`src/rtl/lcd_pkg.sv`:
```
// Shared colour constants, timing description and helpers for the LCD
// register-grid display.
package lcd_pkg;

    typedef logic [15:0] rgb565_t;

    localparam rgb565_t COL_BLACK  = 16'h0000;
    localparam rgb565_t COL_WHITE  = 16'hFFFF;
    localparam rgb565_t COL_BLUE   = 16'h001F;
    localparam rgb565_t COL_YELLOW = 16'hFFE0;
    localparam rgb565_t COL_RED    = 16'hF800;

    typedef struct packed {
        logic [15:0] sync;
        logic [15:0] bp;
        logic [15:0] active;
        logic [15:0] fp;
    } lcd_timing_t;

    function automatic int clog2(input int value);
        int r;
        r = 0;
        while ((1 << r) < value) begin
            r = r + 1;
        end
        return r;
    endfunction

    function automatic int timing_total(input lcd_timing_t t);
        return int'(t.sync) + int'(t.bp) + int'(t.active) + int'(t.fp);
    endfunction

    // First counter value of the visible region
    function automatic int active_start(input lcd_timing_t t);
        return int'(t.sync) + int'(t.bp);
    endfunction

endpackage

```
`src/rtl/lcd_timing_gen.sv`:
```
// Horizontal/vertical counters with the combinational sync, data-enable and
// active-area coordinate decode that feeds the grid pipeline.
module lcd_timing_gen
    import lcd_pkg::*;
#(
    parameter int H_SYNC   = 1,
    parameter int H_BP     = 182,
    parameter int H_ACTIVE = 800,
    parameter int H_FP     = 210,
    parameter int V_SYNC   = 5,
    parameter int V_BP     = 0,
    parameter int V_ACTIVE = 480,
    parameter int V_FP     = 45
) (
    input  logic        PixelClk,
    input  logic        nRST,
    output logic        hs_n,
    output logic        vs_n,
    output logic        de,
    output logic [15:0] x,
    output logic [15:0] y,
    output logic        sof,
    output logic        eof
);

    localparam lcd_timing_t HT = '{
        sync:   16'(H_SYNC),
        bp:     16'(H_BP),
        active: 16'(H_ACTIVE),
        fp:     16'(H_FP)
    };
    localparam lcd_timing_t VT = '{
        sync:   16'(V_SYNC),
        bp:     16'(V_BP),
        active: 16'(V_ACTIVE),
        fp:     16'(V_FP)
    };

    localparam logic [15:0] H_LAST = 16'(timing_total(HT) - 1);
    localparam logic [15:0] V_LAST = 16'(timing_total(VT) - 1);
    localparam logic [15:0] H_ACT0 = 16'(active_start(HT));
    localparam logic [15:0] H_ACT1 = 16'(active_start(HT) + H_ACTIVE);
    localparam logic [15:0] V_ACT0 = 16'(active_start(VT));
    localparam logic [15:0] V_ACT1 = 16'(active_start(VT) + V_ACTIVE);

    if (timing_total(HT) < 1 || timing_total(HT) > 65536) begin : g_bad_htotal
        $error("lcd_timing_gen: horizontal total must be 1..65536");
    end
    if (timing_total(VT) < 1 || timing_total(VT) > 65536) begin : g_bad_vtotal
        $error("lcd_timing_gen: vertical total must be 1..65536");
    end

    logic [15:0] hcnt;
    logic [15:0] vcnt;

    // The line counter only advances on the last pixel of each line
    always_ff @(posedge PixelClk or negedge nRST) begin
        if (!nRST) begin
            hcnt <= '0;
            vcnt <= '0;
        end else if (hcnt == H_LAST) begin
            hcnt <= '0;
            if (vcnt == V_LAST) begin
                vcnt <= '0;
            end else begin
                vcnt <= vcnt + 16'd1;
            end
        end else begin
            hcnt <= hcnt + 16'd1;
        end
    end

    always_comb begin
        hs_n = (hcnt >= HT.sync);
        vs_n = (vcnt >= VT.sync);
        de   = (hcnt >= H_ACT0) && (hcnt < H_ACT1) &&
               (vcnt >= V_ACT0) && (vcnt < V_ACT1);
        x    = hcnt - H_ACT0;
        y    = vcnt - V_ACT0;
        sof  = (hcnt == 16'd0) && (vcnt == 16'd0);
        eof  = (hcnt == H_LAST) && (vcnt == V_LAST);
    end

endmodule

```
`src/rtl/lcd_reg_grid_display.sv`:
```
// LCD timing generator with a register-grid overlay: each register is a row of
// square cells, MSB on the left, with a blinking cursor row and a frame strobe.
module lcd_reg_grid_display
    import lcd_pkg::*;
#(
    parameter int H_SYNC     = 1,
    parameter int H_BP       = 182,
    parameter int H_ACTIVE   = 800,
    parameter int H_FP       = 210,
    parameter int V_SYNC     = 5,
    parameter int V_BP       = 0,
    parameter int V_ACTIVE   = 480,
    parameter int V_FP       = 45,
    parameter int NREGS      = 8,
    parameter int NBITS      = 4,
    parameter int CELL_LOG2  = 5,
    parameter int ORG_X      = 128,
    parameter int ORG_Y      = 8,
    parameter int BLINK_LOG2 = 5,
    localparam int RSW       = (NREGS > 1) ? clog2(NREGS) : 1
) (
    input  logic             PixelClk,
    input  logic             nRST,
    input  logic             cursor_en,
    input  logic [7:0]       cursor_row,
    output logic [RSW-1:0]   regsel,
    input  logic [NBITS-1:0] regdat,
    output logic             LCD_HSYNC,
    output logic             LCD_VSYNC,
    output logic             LCD_DE,
    output logic [4:0]       LCD_R,
    output logic [5:0]       LCD_G,
    output logic [4:0]       LCD_B,
    output logic             frame_start
);

    localparam int BW = (NBITS > 1) ? clog2(NBITS) : 1;
    localparam logic [15:0] ORG_X16 = 16'(ORG_X);
    localparam logic [15:0] ORG_Y16 = 16'(ORG_Y);

    if (NREGS > 256 || NREGS < 1) begin : g_bad_nregs
        $error("lcd_reg_grid_display: NREGS must be 1..256");
    end
    if (NBITS < 1 || NBITS > 32) begin : g_bad_nbits
        $error("lcd_reg_grid_display: NBITS must be 1..32");
    end
    if (CELL_LOG2 < 3 || CELL_LOG2 > 7) begin : g_bad_cell
        $error("lcd_reg_grid_display: CELL_LOG2 must be 3..7");
    end
    if (BLINK_LOG2 < 1) begin : g_bad_blink
        $error("lcd_reg_grid_display: BLINK_LOG2 must be at least 1");
    end

    logic        hs0_n;
    logic        vs0_n;
    logic        de0;
    logic        sof0;
    logic        eof0;
    logic [15:0] x0;
    logic [15:0] y0;

    lcd_timing_gen #(
        .H_SYNC   (H_SYNC),
        .H_BP     (H_BP),
        .H_ACTIVE (H_ACTIVE),
        .H_FP     (H_FP),
        .V_SYNC   (V_SYNC),
        .V_BP     (V_BP),
        .V_ACTIVE (V_ACTIVE),
        .V_FP     (V_FP)
    ) u_timing (
        .PixelClk (PixelClk),
        .nRST     (nRST),
        .hs_n     (hs0_n),
        .vs_n     (vs0_n),
        .de       (de0),
        .x        (x0),
        .y        (y0),
        .sof      (sof0),
        .eof      (eof0)
    );

    logic [15:0]   xr;
    logic [15:0]   yr;
    logic [15:0]   col;
    logic [15:0]   row;
    logic          in_grid;
    logic          gap;
    logic          lit0;
    logic          match0;
    logic [BW-1:0] bitidx0;

    // Grid-relative coordinates wrap when left of / above the origin, so the
    // origin comparisons are what keep those pixels out of the grid
    always_comb begin
        xr      = x0 - ORG_X16;
        yr      = y0 - ORG_Y16;
        col     = xr >> CELL_LOG2;
        row     = yr >> CELL_LOG2;
        in_grid = de0 && (x0 >= ORG_X16) && (y0 >= ORG_Y16) &&
                  (32'(col) < NBITS) && (32'(row) < NREGS);
        gap     = (xr[CELL_LOG2-1 -: 3] == 3'd0) || (yr[CELL_LOG2-1 -: 2] == 2'd0);
        lit0    = in_grid && !gap;
        bitidx0 = BW'(NBITS - 1) - col[BW-1:0];
        match0  = (row == {8'd0, cursor_row});
    end

    logic [BLINK_LOG2-1:0] frame_cnt;

    always_ff @(posedge PixelClk or negedge nRST) begin
        if (!nRST) begin
            frame_cnt <= '0;
        end else if (eof0) begin
            frame_cnt <= frame_cnt + BLINK_LOG2'(1);
        end
    end

    logic          hs1_n;
    logic          vs1_n;
    logic          de1;
    logic          lit1;
    logic          hl1;
    logic          sof1;
    logic [BW-1:0] bitidx1;

    // Stage 1: regsel goes out to the external mux; the highlight decision is
    // taken here so the blink phase belongs to the frame of this pixel
    always_ff @(posedge PixelClk or negedge nRST) begin
        if (!nRST) begin
            hs1_n   <= 1'b1;
            vs1_n   <= 1'b1;
            de1     <= 1'b0;
            lit1    <= 1'b0;
            hl1     <= 1'b0;
            sof1    <= 1'b0;
            bitidx1 <= '0;
            regsel  <= '0;
        end else begin
            hs1_n   <= hs0_n;
            vs1_n   <= vs0_n;
            de1     <= de0;
            lit1    <= lit0;
            hl1     <= cursor_en && match0 && frame_cnt[BLINK_LOG2-1];
            sof1    <= sof0;
            bitidx1 <= bitidx0;
            regsel  <= in_grid ? row[RSW-1:0] : '0;
        end
    end

    logic    pix_bit;
    rgb565_t colour;

    always_comb begin
        pix_bit = regdat[bitidx1];
        colour  = COL_BLACK;
        if (de1 && lit1) begin
            if (hl1) begin
                colour = pix_bit ? COL_YELLOW : COL_RED;
            end else begin
                colour = pix_bit ? COL_WHITE : COL_BLUE;
            end
        end
    end

    // Stage 2: every panel output leaves from a flop, two clocks after its counter state
    always_ff @(posedge PixelClk or negedge nRST) begin
        if (!nRST) begin
            LCD_HSYNC   <= 1'b1;
            LCD_VSYNC   <= 1'b1;
            LCD_DE      <= 1'b0;
            LCD_R       <= '0;
            LCD_G       <= '0;
            LCD_B       <= '0;
            frame_start <= 1'b0;
        end else begin
            LCD_HSYNC   <= hs1_n;
            LCD_VSYNC   <= vs1_n;
            LCD_DE      <= de1;
            LCD_R       <= colour[15:11];
            LCD_G       <= colour[10:5];
            LCD_B       <= colour[4:0];
            frame_start <= sof1;
        end
    end

endmodule

```
`config.mk`:
```
export PLATFORM = sky130hd
export DESIGN_NAME = lcd_reg_grid_display
export DESIGN_NICKNAME = d
export VERILOG_FILES = /design/src/rtl/lcd_pkg.sv /design/src/rtl/lcd_timing_gen.sv /design/src/rtl/lcd_reg_grid_display.sv
export SDC_FILE = /design/constraint.sdc
export NUM_CORES = 1
export LEC_CHECK = 0
export BUFFER_PORTS_ARGS = -buffer_cell sky130_fd_sc_hd__buf_4
export CORE_MARGIN = 5
export CORE_UTILIZATION = 50
export DETAILED_ROUTE_END_ITERATION = 10
export PLACE_DENSITY = 0.69
export SLEW_MARGIN = 15
export SYNTH_ARGS = -nofsm -noshare
export SYNTH_HDL_FRONTEND = slang
export SYNTH_HIERARCHICAL = 1
export SYNTH_SLANG_ARGS = --single-unit
```
`constraint.sdc`:
```
create_clock -name PixelClk -period 4.3 [get_ports PixelClk]
set_input_delay 0.215 -clock PixelClk [delete_from_list [all_inputs] [get_ports PixelClk]]
set_output_delay 0.215 -clock PixelClk [all_outputs]
set_load 0.02 [all_outputs]
```
==> results.sh <==
export IMPL_status="completed"
export IMPL_clk_latency_ps=310
export IMPL_grtUsageTotal_pct=17.52
export IMPL_boundaryPins=38
export IMPL_dr_pass1_iters=4
export IMPL_mostFrequentLayoutCells="dfrtp_1 (51), buf_4 (37), xnor2_1 (34)"
export IMPL_grt_pass1_vias=2497
export IMPL_holdPathStages=3
export IMPL_fmax_mhz=311.9
export IMPL_fin_worst_skew_ps=11.25
export IMPL_rows=30
export IMPL_max_vdd_ir_drop_v=0.0001424
export IMPL_start_util_pct=51.66
export IMPL_gp_congestion=0.9227
export IMPL_vias=2616
export IMPL_clkTransAtPathRegs_ps=100
export IMPL_cts_buffer_depth=2
export IMPL_crit_chain="o21ai_0, nand3_1, or3_1, xnor2_1, xor2_1, or3b_2, a2111oi_0, nor2_1, nor4b_2"
export IMPL_wire_per_inst_microns=15.19
export IMPL_avgSynthCellArea_sq_um=9.539
export IMPL_worstRegToRegCells=9
export IMPL_p_leak_uw=0.001817
export IMPL_final_common_cell="dfrtp_1"
export IMPL_finalHoldViolCount=0
export IMPL_drtAntennaViolNets=0
export IMPL_dr_first_iter_drc_count=229
export IMPL_n_fill_cell=622
export IMPL_start_kind="flop"
export IMPL_critPathArrivalTime_ps=3420
export IMPL_fin_setup_tns_ps=0
export IMPL_cts_tree="yes"
export IMPL_hold_path_class="in2reg"
export IMPL_seq_area_sq_um=1381
export IMPL_remaining_drc_errors=0
export IMPL_min_period_ps=3206
export IMPL_drive_gt1_share_pct=17.32
export IMPL_die_h_microns=94.24
export IMPL_die_area_sq_um=8881
export IMPL_grt_pass1_wl_microns=12400
export IMPL_port_buffers=37
export IMPL_critPathMaxFanout=6
export IMPL_cpMaxStageDelayCell="or3b_2"
export IMPL_syn_area_sq_um=3548
export IMPL_num_nets_final=405
export IMPL_required_ps=4520
export IMPL_cp_end_kind="flop"
export IMPL_reg2reg_slack_ps=1090
export IMPL_antenna_cells=0
export IMPL_core_area_sq_um=6869
export IMPL_viasPerCell=5.484
export IMPL_dp_hpwl_microns=5382
export IMPL_cp_slowest_stage_delay_ps=460
export IMPL_multi_input_area_sq_um=1904
export IMPL_root_buffer="clkbuf_8"
export IMPL_cts_buffers=5
export IMPL_drt_total_wl_microns=7244
export IMPL_synth_cells=372
export IMPL_syn2layout_area_growth_pct=8.992
export IMPL_grt_max_degree=56
export IMPL_powerDensity_nw_per_um2=233.2
export IMPL_clock_sinks=55
export IMPL_slew_viol_final=0
export IMPL_max_slew_margin_pct=54.11
export IMPL_ys_warnings_count=6
export IMPL_antenna_found_initial=0
export IMPL_total_power_uw=902.0
export IMPL_cap_violations=0
export IMPL_htreeDepth=2
export IMPL_synth_net_count=397
export IMPL_setup_viol_count_final=0
export IMPL_min_period_over_period_pct=74.57
export IMPL_final_util_pct=56.30
export IMPL_fp_dieW_microns=94.24
export IMPL_worst_slew_pin_slew_ps=688.3
export IMPL_overflow=0
export IMPL_rsz0062_at_grt="no"
export IMPL_critPathKind="reg2reg"
-- report_power, final --
group          internal [uW]  switching (uW)  leakage [uW]
sequential               517               0      0.000740
clock                    189             166     0.0000612
combinational           13.2            16.7       0.00102
total                    719             183       0.00182
-- per-stage QoR --
step / std cells / hold slack [ps] / setup slack [ps] / cell area (sq um)
2_1_floorplan: 372 / -80.59 / 1310 / 3548
3_3_place_gp: 468 / 301.6 / 1214 / 3740
3_5_place_dp: 468 / 316.1 / 1105 / 3740
4_1_cts: 477 / 157.7 / 1104 / 3867
5_1_grt: 477 / 175.0 / 766.2 / 3867
6_report: 477 / 173.3 / 1094 / 3867
-- flip-flops by register name, summed over array words and instances, names as in the netlist, 2 cells and up --
name / count
regsel: 3
frame_cnt: 5
u_timing/vcnt: 16
u_timing/hcnt: 16
bitidx1: 2
-- layer usage --
layer	global-route usage, %	part of all wire, %
met3	2.885	6.7
met4	5.295	1.5
met2	26.54	44
met5	0	0
met1	25.54	48
-- path summary, 6_finish.rpt --
check,endpoint,startpoint
setup / recovery,hl1$_DFF_PN0_,u_timing/vcnt[0]$_DFFE_PN0N_
hold / removal,hl1$_DFF_PN0_,cursor_en
setup reg to reg,hl1$_DFF_PN0_,u_timing/vcnt[0]$_DFFE_PN0N_
hold reg to reg,LCD_HSYNC$_DFF_PN1_,hs1_n$_DFF_PN1_
max in group asynchronous,u_timing/hcnt[4]$_DFF_PN0_,nRST
min in group asynchronous,u_timing/vcnt[2]$_DFFE_PN0N_,nRST
-- area by class of cell --
cell class	instances	share of cell area [%]
clock inverters	2	0.9059
clock buffers	6	2.135
multi-input cells	265	49.24
inverters	15	1.456
flip-flops and latches	55	35.72
repair buffers	38	7.441
well taps	96	3.106
-- critical path: cells and delay by family (launching register included) --
family / cells / cell delay (ps)
compound gates: 2 / 780
flops: 1 / 440
xor+xnor: 2 / 470
simple gates: 5 / 1430
-- timing repair --
item / 4_1_cts / 5_1_grt
setup buffers: 0 / 0
endpoints found under the setup margin: 0 / 0
gates resized for setup: 0 / 0
hold endpoints to repair: 51 / 0
hold buffers: 1 / 0
No activity file was read; power rests on OpenSTA's default activity.
